$ cat src/rtl/id_ex.sv
// id_ex: decode -> execute pipeline register for the RV32I five-stage core.
//   Captures the decoded bundle each cycle and holds it while stall_i is high.
//   Flush squashes the bundle to a NOP bubble. A load in this stage whose rd
//   matches a source that decode is reading forces a single bubble, and hold_o
//   asks the front end to freeze for that cycle.
//   Two saturating counters track inserted load-use bubbles and taken flushes.
// Ports:
//   clk, rst_n        : clock, async active-low reset
//   *_i bundle        : inst/inst_addr/op1/op2/mem_data (32), rd_addr (5),
//                       reg_wen/mem_we/mem_re (1), mem_size (3)
//   rs1/rs2_addr_i    : sources decode is reading now (0 when unused)
//   stall_i, flush_i  : downstream busy / branch-jump redirect
//   *_o bundle        : registered bundle to execute, valid_o
//   hold_o            : freeze PC and if_id (stall_i | load_use)
//   bubble_cnt_o, flush_cnt_o : saturating event counters
module id_ex #(
  parameter logic [31:0] NOP_INST = 32'h0000_0013,
  parameter int          CNT_W    = 16
) (
  input  logic             clk,
  input  logic             rst_n,
  input  logic [31:0]      inst_i,
  input  logic [31:0]      inst_addr_i,
  input  logic [31:0]      op1_i,
  input  logic [31:0]      op2_i,
  input  logic [31:0]      mem_data_i,
  input  logic [4:0]       rd_addr_i,
  input  logic             reg_wen_i,
  input  logic             mem_we_i,
  input  logic             mem_re_i,
  input  logic [2:0]       mem_size_i,
  input  logic [4:0]       rs1_addr_i,
  input  logic [4:0]       rs2_addr_i,
  input  logic             stall_i,
  input  logic             flush_i,
  output logic [31:0]      inst_o,
  output logic [31:0]      inst_addr_o,
  output logic [31:0]      op1_o,
  output logic [31:0]      op2_o,
  output logic [31:0]      mem_data_o,
  output logic [4:0]       rd_addr_o,
  output logic             reg_wen_o,
  output logic             mem_we_o,
  output logic             mem_re_o,
  output logic [2:0]       mem_size_o,
  output logic             valid_o,
  output logic             hold_o,
  output logic [CNT_W-1:0] bubble_cnt_o,
  output logic [CNT_W-1:0] flush_cnt_o
);

  typedef struct packed {
    logic [31:0] inst;
    logic [31:0] addr;
    logic [31:0] op1;
    logic [31:0] op2;
    logic [31:0] mem_data;
    logic [4:0]  rd;
    logic        reg_wen;
    logic        mem_we;
    logic        mem_re;
    logic [2:0]  mem_size;
  } bundle_t;

  localparam bundle_t RST_B = '{inst: NOP_INST, default: '0};

  bundle_t          bnd_q, bnd_d, in_b;
  logic             valid_q, valid_d;
  logic [CNT_W-1:0] bub_q, bub_d, fl_q, fl_d;
  logic             load_use;

  assign in_b = '{inst: inst_i, addr: inst_addr_i, op1: op1_i, op2: op2_i,
                  mem_data: mem_data_i, rd: rd_addr_i, reg_wen: reg_wen_i,
                  mem_we: mem_we_i, mem_re: mem_re_i, mem_size: mem_size_i};

  // Only registered state and decode's source addresses feed this; a flush
  // masks it so a squashed load never costs an extra bubble.
  assign load_use = valid_q & bnd_q.mem_re & (bnd_q.rd != 5'd0) &
                    ((bnd_q.rd == rs1_addr_i) | (bnd_q.rd == rs2_addr_i)) & ~flush_i;
  assign hold_o   = stall_i | load_use;

  always_comb begin
    bnd_d   = bnd_q;
    valid_d = valid_q;
    bub_d   = bub_q;
    fl_d    = fl_q;
    if (flush_i) begin
      bnd_d      = RST_B;
      bnd_d.addr = inst_addr_i;
      valid_d    = 1'b0;
      if (fl_q != '1) fl_d = fl_q + CNT_W'(1);
    end else if (stall_i) begin
      // hold everything
    end else if (load_use) begin
      bnd_d      = RST_B;
      bnd_d.addr = inst_addr_i;
      valid_d    = 1'b0;
      if (bub_q != '1) bub_d = bub_q + CNT_W'(1);
    end else begin
      bnd_d   = in_b;
      valid_d = 1'b1;
    end
  end

  always_ff @(posedge clk or negedge rst_n) begin
    if (!rst_n) begin
      bnd_q   <= RST_B;
      valid_q <= 1'b0;
      bub_q   <= '0;
      fl_q    <= '0;
    end else begin
      bnd_q   <= bnd_d;
      valid_q <= valid_d;
      bub_q   <= bub_d;
      fl_q    <= fl_d;
    end
  end

  assign inst_o       = bnd_q.inst;
  assign inst_addr_o  = bnd_q.addr;
  assign op1_o        = bnd_q.op1;
  assign op2_o        = bnd_q.op2;
  assign mem_data_o   = bnd_q.mem_data;
  assign rd_addr_o    = bnd_q.rd;
  assign reg_wen_o    = bnd_q.reg_wen;
  assign mem_we_o     = bnd_q.mem_we;
  assign mem_re_o     = bnd_q.mem_re;
  assign mem_size_o   = bnd_q.mem_size;
  assign valid_o      = valid_q;
  assign bubble_cnt_o = bub_q;
  assign flush_cnt_o  = fl_q;

endmodule

$ cat config.mk
export PLATFORM = sky130hd
export DESIGN_NAME = id_ex
export DESIGN_NICKNAME = d
export VERILOG_FILES = /design/src/rtl/id_ex.sv
export SDC_FILE = /design/constraint.sdc
export NUM_CORES = 1
export LEC_CHECK = 0
export BUFFER_PORTS_ARGS = -buffer_cell sky130_fd_sc_hd__buf_2
export CORE_AREA = 2 2 153 155
export DETAILED_ROUTE_END_ITERATION = 16
export DIE_AREA = 0 0 155 157
export GPL_TIMING_DRIVEN = 1
export PLACE_DENSITY = 0.74
export SETUP_SLACK_MARGIN = 0.2
export SKIP_CTS_REPAIR_TIMING = 1
export SLEW_MARGIN = 10
export SYNTH_ARGS = -nofsm -noshare
export SYNTH_HDL_FRONTEND = slang
export SYNTH_SLANG_ARGS = --single-unit
$ cat constraint.sdc
create_clock -name clk -period 3.75 [get_ports clk]
set_clock_uncertainty 0.15 [all_clocks]
set_input_delay 0.1875 -clock clk [delete_from_list [all_inputs] [get_ports clk]]
set_output_delay 0.1875 -clock clk [all_outputs]
set_load 0.01 [all_outputs]
# ---- Word level (Yosys, flattened, before mapping)
# Index checks and enable logic that the tools add are counted.
dict set report totals {
  regBits 204
  wordCells 37
}
dict set report op_classes {
  add_sub_neg 2
  eq_ne 5
  muxes 6
  bitwise 8
  reduce_logical 3
}
# operator count
set op_table {}
lappend op_table {{171-bit 2-to-1 mux} 3}
lappend op_table {{16-bit by 1-bit adder with 16-bit output (second input constant)} 2}
lappend op_table {{16-bit != test (second input constant)} 2}
lappend op_table {{5-bit == test} 2}
lappend op_table {{5-bit nonzero test} 1}
lappend op_table {{1-bit AND} 4}
lappend op_table {{4-bit AND reduction} 1}
lappend op_table {{1-bit 2-to-1 mux} 3}
lappend op_table {{2-bit by 1-bit != test with 1-bit output (second input constant)} 1}
lappend op_table {{1-bit inverter} 2}
lappend op_table {{1-bit OR} 2}
lappend op_table {{2-bit AND reduction} 1}

# ---- Logic depth before layout (Yosys ltp)
# Gate-level depths: netlist (run 1).
dict set report logic_depth {
  word_depth 7
  mapped_depth 9
  mapped_depth_nobuf 7
}

# ---- Worst setup path after synthesis (run 1)
# OpenSTA, ideal clock, no wires.
dict set report synth_path {
  path_type {reg2reg}
  startpoint {register bub_q[0], in the netlist bubble_cnt_o[0]}
  endpoint {register bub_q[2], in the netlist bubble_cnt_o[2]}
  arrival_ps 1869
  required_time_ps 3473
  slack_ps 1604
  stages_incl_launch_ff 8
  period_less_slack_ps 2146
  cell_sequence {dfrtp_1 > ha_1 > and3_1 > nand3_1 > o31ai_1 > buf_2 > or4b_1 > xnor2_1}
}
dict set report synth_between {
  elab_chain_cells 2
}
# item line_no
set synth_lines {}
lappend synth_lines {{start: declaration} 69} ;# logic [CNT_W-1:0] bub_q, bub_d, fl_q, fl_d;
lappend synth_lines {{start signal: assignment} 114} ;# bub_q <= bub_d;
lappend synth_lines {{parallel branches: the longest is 2 deep, another holds 16-bit by 1-bit adder with 16-bit output} -}
# Several ways; the timed one is not identified.
# A chain may end at the register's enable or synchronous reset.

# ---- Final worst setup path (run 1)
dict set report layout_path {
  startpoint {register bnd_q (netlist bit rd_addr_o[0])}
  endpoint {register bnd_q (netlist bit op1_o[1])}
}
dict set report layout_between {
  elab_chain_cells 7
}
# item line_no
set layout_lines {}
lappend layout_lines {{start: declaration} 67} ;# bundle_t bnd_q, bnd_d, in_b;
lappend layout_lines {{start signal: assignment} 112} ;# bnd_q <= bnd_d;
lappend layout_lines {{5-bit == test / 5-bit nonzero test (equally long branches)} {79, 78}}
lappend layout_lines {{1-bit OR / 1-bit AND (equally long branches)} {79, 78}}
lappend layout_lines {{1-bit AND (*)} 78} ;# assign load_use = valid_q & bnd_q.mem_re & (bnd_q.rd != 5'd0) &
lappend layout_lines {{1-bit AND (*)} 79} ;# ((bnd_q.rd == rs1_addr_i) | (bnd_q.rd == rs2_addr_i)) & ~flush_i;
lappend layout_lines {{171-bit 2-to-1 mux (*)} 94} ;# end else if (load_use) begin
lappend layout_lines {{171-bit 2-to-1 mux (*)} 92} ;# end else if (stall_i) begin
lappend layout_lines {{171-bit 2-to-1 mux (*)} 87} ;# if (flush_i) begin
# Every way passes the cells marked *; elsewhere a longest branch is shown, timed or not. The select of a mux whose other input is x is not followed.

==> flow_summary.json, run 1 <==
{
  "p_clk_share_pct": 39.5,
  "finalSetupViolations": 0,
  "viasPerCell": 5.17,
  "grt_remaining_overflow": 0,
  "layout_commonest_cell": "buf_2",
  "drt_wl_total_um": 30800,
  "crit_buf_inv": 2,
  "rrSetupSlack_ns": 0.69,
  "cp.required_ns": 4.05,
  "path_class": "flip-flop to flip-flop",
  "clk_pin_slew_ns": 0.06,
  "yosysSeqAreaShare_pct": 54.8,
  "die_area_um2": 24300,
  "netlist_area_um2": 9320,
  "routedWlPerCell_um": 18.2,
  "drtPass1Iterations": 5,
  "drc": 0,
  "synth_area_leader_cell": "dfrtp_1",
  "num_io_pins": 390,
  "finalHoldViolCount": 11,
  "start_kind": "flip-flop",
  "min-delay-start": "stall_i",
  "yosys_warnings": 0,
  "grt_pass1_wl_um": 40900,
  "worstPathCellList": "or4_1, o2111ai_4, buf_12, nand3_1, a21oi_1, dlygate4sd3_1",
  "area_delta_synth_final_pct": 48.9,
  "relSlewSlack_pct": 31.4,
  "setup_slack_ns": 0.687,
  "clk_latency_ns": 0.52,
  "layout.nets": 1578,
  "rr_endpoint": "op1_o[1]",
  "outcome": "complete, but fails checks",
  "peakVddDrop_mv": 0.406,
  "grt_pass1_vias": 7711,
  "power.leakage_nw": 6.85,
  "place_ws_ns": 1.17,
  "syn_inst": 849,
  "hpwlAfterDp_um": 17800,
  "setup_tns_ns": 0,
  "postSynthAreaPerCell_um2": 11.0,
  "synthTopCellsByArea": "dfrtp_1 (54%), nand3_2 (6.2%), nand2_1 (6.1%)",
  "ant_nets": 0,
  "synthArstFlopShare_pct": 100,
  "worstMarginPinSlew_ns": 1.03,
  "rows": 55,
  "fin_crit_ns": 3.06,
  "cts_max_path_buffers": 3,
  "synth_nets": 1036,
  "timing.hold.ws_ns": -0.0304,
  "path_delay_family": "buffers and inverters",
  "period_share_pct": 81.7,
  "p_seq_share_pct": 43.9,
  "ctsRootBufferMaster": "clkbuf_16",
  "hold-path-endpoint": "op1_o[12]",
  "coreArea_um2": 22500,
  "hold_depth": 3,
  "switchingPower_w": 0.00151,
  "cellPowerDensity_nw_per_um2": 403,
  "grt_max_degree": 102,
  "ys.flop_type": "dfrtp_1",
  "gp_congestion": 0.803,
  "drt_iter0_drc": 652,
  "slew_viol_final": 0,
  "chipHeight_um": 157,
  "critPathCaptureType": "flip-flop",
  "yosysTopAreaCellShare_pct": 54.0,
  "cts-htree-levels": 1,
  "rr_worst_depth": 6,
  "synthDistinctLibCells": 42,
  "max_freq_ghz": 0.326,
  "r2r-start": "rd_addr_o[0]",
  "synth_edf_count": 0,
  "cts_tree": "built",
  "die_x_um": 155,
  "critPathMaxFanout": 101,
  "grt_antenna_before_repair": 2,
  "cp_slowest_cell": "or4_1",
  "cap_violations": 0,
  "grt_usage_pct": 20.8,
  "drive_above_1_share_pct": 42.3,
  "internal-power_w": 0.00408,
  "violations": "negative hold slack",
  "switching_share_pct": 27.0,
  "clock-sinks": 204,
  "layout_common_cells": "buf_2 (386), dfrtp_1 (201), dlygate4sd3_1 (187)",
  "vias": 8759,
  "slowest_delay_ns": 0.61,
  "hold_class": "input port to flip-flop",
  "io_buffer_count": 389,
  "cts_buffers": 23,
  "rsz0062_at_grt": "no",
  "initial_core_util_pct": 41.4,
  "pwr-share-comb_pct": 16.5,
  "synth-seq-cells": 204,
  "arrival_ns": 3.37
}
[worst reg2reg max path, stage by stage (launching register included)]
cell,delay (ns)
dfrtp_1,0.43
or4_1,0.61
o2111ai_4,0.36
buf_12,0.43
nand3_1,0.27
a21oi_1,0.18
dlygate4sd3_1,0.58
[cell families (layout without fill, tap and decap cells)]
group                      after synthesis  count (layout)  share of synthesized area, %
AOI/OAI and AO/OA                      145             145                          10.5
and+or+nand+nor                        351             351                          20.9
other                                    0               2                             0
muxes                                   34              34                          4.11
DFF                                    204             204                          54.8
xor gates and xnor gates                40              40                          3.76
adders and majority gates                2               2                         0.269
buffers and inverters                   73             632                          5.69
[cell type report]
cell class,instances,area [µm²]
fill,1667,8630
sequential,204,5110
timing repair buffer,588,3960
multi-input combinational,572,3690
clock buffer,33,653
tap,285,357
clock inverter,9,82.6
inverter,2,12.5
antenna,2,5.00
[cells in the mapped netlist, drive strengths merged, types with 2 or more instances]
cell	count
nor2	10
nand3	152
mux2	34
buf	36
inv	2
a21oi	137
xor2	19
and3	6
xnor2	21
nor4	11
dfrtp	201
dfstp	3
nor3	3
or2	4
ha	2
nand4	7
nand2	152
clkbuf	35
a2bb2oi	3
[power by group through the flow]
stage / Sequential (W) / Clock [W] / Combinational [W]
2_1_floorplan: 0.00255 / 0 / 0.000312
3_3_place_gp: 0.00248 / 0 / 0.000745
3_5_place_dp: 0.00249 / 0 / 0.000758
4_1_cts: 0.00245 / 0.00227 / 0.000760
5_1_grt: 0.00248 / 0.00236 / 0.00101
6_report: 0.00246 / 0.00221 / 0.000924
[how the worst max path moves through the flow]
stage          slack [ns]              end  cells after the start       startpoint
6_report             0.69         op1_o[1]                      6     rd_addr_o[0]
5_1_grt              0.53           hold_o                      5     rd_addr_o[0]
4_1_cts              0.61           hold_o                      5     rd_addr_o[0]
3_5_place_dp         1.17           hold_o                      5     rd_addr_o[0]
3_3_place_gp         1.17           hold_o                      5     rd_addr_o[0]
2_1_floorplan        1.60  bubble_cnt_o[2]                      7  bubble_cnt_o[0]
[per-stage QoR]
step                      cells  cell area [µm²]  utilization, %  total power, W
after floorplan             849             9320               -         0.00286
after global placement     1464            11300            50.0         0.00323
after detailed placement   1464            11300            50.0         0.00325
after CTS                  1506            12000            53.3         0.00548
after global routing       1693            13900            61.6         0.00584
final                      1695            13900            61.6         0.00560
[sequential cells by signal, summed over array words and instances (netlist names)]
signal and cells:
rd_addr_o 5, reg_wen_o 1, inst_o 32, op2_o 32, inst_addr_o 32, flush_cnt_o 16
valid_o 1, mem_data_o 32, mem_re_o 1, op1_o 32, mem_we_o 1, mem_size_o 3
bubble_cnt_o 16
[metal layers]
| metal | global-route usage (%) | part of all wire [%] | up-vias |
|---|---|---|---|
| li1 | - | - | 3999 |
| met1 | 25.6 | 39 | 4234 |
| met2 | 36.0 | 50 | 435 |
| met3 | 5.81 | 8.2 | 91 |
| met4 | 5.86 | 3.5 | 0 |
| met5 | 0 | 0 | - |
(Power assumes the default switching activity.)
==> run 2, diff against run 1 <==
--- a/config.mk
+++ b/config.mk
@@ -5,12 +5,13 @@
 export SDC_FILE = /design/constraint.sdc
 export NUM_CORES = 1
 export LEC_CHECK = 0
+export ABC_AREA = 1
 export BUFFER_PORTS_ARGS = -buffer_cell sky130_fd_sc_hd__buf_2
-export CORE_AREA = 2 2 153 155
+export CORE_AREA = 2 2 151 153
 export DETAILED_ROUTE_END_ITERATION = 16
-export DIE_AREA = 0 0 155 157
+export DIE_AREA = 0 0 153 155
 export GPL_TIMING_DRIVEN = 1
-export PLACE_DENSITY = 0.74
+export PLACE_DENSITY = 0.76
 export SETUP_SLACK_MARGIN = 0.2
 export SKIP_CTS_REPAIR_TIMING = 1
 export SLEW_MARGIN = 10
==> constraint.sdc (replaced) <==
create_clock -name clk -period 2.8 [get_ports clk]
set_clock_uncertainty 0.15 [all_clocks]
set_input_delay 0.14 -clock clk [delete_from_list [all_inputs] [get_ports clk]]
set_output_delay 0.14 -clock clk [all_outputs]
set_load 0.01 [all_outputs]
==> flow_summary.json, run 2 <==
{
  "critPathMaxFanout": 25,
  "grtUsageMet2_pct": 34.9,
  "vias": 9658,
  "yosysSeqAreaShare_pct": 57.8,
  "cts_buffers": 23,
  "viasPerCell": 5.08,
  "synth-seq-cells": 204,
  "peakVddDrop_mv": 0.384,
  "critPathCaptureType": "output pin",
  "gp_congestion": 0.921,
  "postSynthAreaPerCell_um2": 8.41,
  "clk_pin_slew_ns": 0.06,
  "path_class": "flip-flop to output pin",
  "rr_worst_depth": 8,
  "yosysTopAreaCellShare_pct": 56.9,
  "netlist_area_um2": 8840,
  "rr_endpoint": "flush_cnt_o[15]",
  "gr-usage-met3_pct": 4.74,
  "relSlewSlack_pct": 44.0,
  "setup_tns_ns": 0,
  "cap_violations": 0,
  "drc": 0,
  "timing.hold.ws_ns": 0.0729,
  "hpwlAfterDp_um": 18600,
  "power.leakage_nw": 7.62,
  "cts-htree-levels": 1,
  "arrival_ns": 2.11,
  "synth_common_cells": "nand2_1 (491), dfrtp_1 (201), nand3_1 (156)",
  "synth_area_leader_cell": "dfrtp_1",
  "initial_core_util_pct": 39.8,
  "p_clk_share_pct": 38.9,
  "switchingPower_w": 0.00200,
  "rrSetupSlack_ns": 0.71,
  "nFillCells": 1754,
  "drive_above_1_share_pct": 28.5,
  "die_area_um2": 23700,
  "grt_usage_pct": 21.2,
  "finalHoldViolCount": 0,
  "worstMarginPinSlew_ns": 0.839,
  "synth_edf_count": 0,
  "area_delta_synth_final_pct": 52.5,
  "internal-power_w": 0.00535,
  "clk_latency_ns": 0.50,
  "coreArea_um2": 22200,
  "synthDistinctLibCells": 25,
  "drt_wl_total_um": 32100,
  "chipHeight_um": 155,
  "grt_pass1_wl_um": 41100,
  "r2r-start": "flush_cnt_o[0]",
  "top_usage_layer": "met2",
  "layout_commonest_cell": "nand2_1",
  "clock-sinks": 204,
  "hold_depth": 5,
  "synthArstFlopShare_pct": 100,
  "finalSetupViolations": 0,
  "syn_inst": 1051,
  "hold-path-endpoint": "inst_o[20]",
  "synthTopCellsByArea": "dfrtp_1 (57%), nand2_1 (21%), nand3_1 (8.8%)",
  "rsz0062_at_grt": "no",
  "layout.nets": 1785,
  "start_kind": "flip-flop",
  "outcome": "finished, final reports clean",
  "die_x_um": 153,
  "hold_class": "input port to flip-flop",
  "switching_share_pct": 27.2,
  "pwr-share-comb_pct": 15.8,
  "cts_tree": "built",
  "p_seq_share_pct": 45.3,
  "num_io_pins": 390,
  "gr-usage-met1_pct": 26.9,
  "period_share_pct": 85.8,
  "layout_common_cells": "nand2_1 (491), buf_2 (388), dfrtp_1 (200)",
  "routedWlPerCell_um": 16.9,
  "rows": 55,
  "final_util_pct": 60.6,
  "fin_crit_ns": 2.40,
  "ant_nets": 0,
  "ctsRootBufferMaster": "clkbuf_16",
  "cts_max_path_buffers": 3,
  "min-delay-start": "stall_i",
  "ys.flop_type": "dfrtp_1",
  "drt_iter0_drc": 817,
  "grt_pass1_vias": 8092,
  "max_freq_ghz": 0.416,
  "grt_max_degree": 165,
  "yosys_warnings": 0,
  "synth_nets": 1238,
  "cellPowerDensity_nw_per_um2": 545,
  "io_buffer_count": 389,
  "grt_antenna_before_repair": 1,
  "grt_remaining_overflow": 0,
  "drtPass1Iterations": 7,
  "synth.most_common_cell": "nand2_1",
  "slew_viol_final": 0,
  "cp.required_ns": 2.51
}
[run 2: area by class of cell]
class                   count  area [µm²]  share of cell area [%]
clock buffers              39         686                    5.09
inverters                  42         158                    1.17
flip-flops and latches    204        5110                    37.9
diodes                      2        5.00                  0.0371
well taps                 285         357                    2.65
repair buffers            576        3830                    28.4
clock inverters             3        23.8                   0.176
multi-input cells         751        3310                    24.5
[run 2: worst max-delay path, stage by stage, from the launching register on]
cell and delay [ns]:
dfrtp_1 0.44, nor3_2 0.20, nand3_1 0.09, nand3_1 0.10
inv_2 0.12, nand2_8 0.18, buf_8 0.22, o21ai_0 0.10
buf_2 0.14
[run 2: metrics by stage]
step	total power (W)	instances	setup slack (ns)	cell area, µm²
floorplan	0.00376	1051	1.03	8840
global placement	0.00427	1684	0.680	11000
detailed placement	0.00430	1684	0.637	11000
CTS	0.00714	1726	0.0648	11700
global route	0.00765	1901	0.229	13500
finish	0.00735	1902	0.398	13500
[run 2: cells by family after synthesis]
family	Yosys count	share of synthesized area (%)
and+or+nand+nor	715	33.8
adders and majority gates	2	0.283
buffers and inverters	97	5.28
xor gates and xnor gates	22	2.18
DFF	204	57.8
AOI/OAI and AO/OA	11	0.623
[run 2: power by group through the flow]
stage | sequential [W] | clock [W] | combinational, W
4_1_cts | 0.00332 | 0.00289 | 0.000939
3_5_place_dp | 0.00336 | 0 | 0.000935
5_1_grt | 0.00335 | 0.00304 | 0.00126
2_1_floorplan | 0.00344 | 0 | 0.000314
3_3_place_gp | 0.00335 | 0 | 0.000919
6_report | 0.00333 | 0.00286 | 0.00116
[run 2: how the worst max path moves through the flow]
stage	from	depth (start not counted)	to	slack, ns
finish	rd_addr_o[2]	8	hold_o	0.40
detailed placement	rd_addr_o[2]	8	hold_o	0.64
floorplan	bubble_cnt_o[0]	10	bubble_cnt_o[12]	1.03
global route	rd_addr_o[1]	10	hold_o	0.23
global placement	rd_addr_o[2]	8	hold_o	0.68
CTS	rd_addr_o[2]	8	hold_o	0.06
[run 2: layer usage]
metal / routed length [µm] / up-vias / part of all wire, %
met5: 0 / - / 0
met2: 16000 / 593 / 50
li1: - / 4401 / -
met3: 2600 / 139 / 8.1
met4: 1670 / 0 / 5.2
met1: 11800 / 4525 / 37
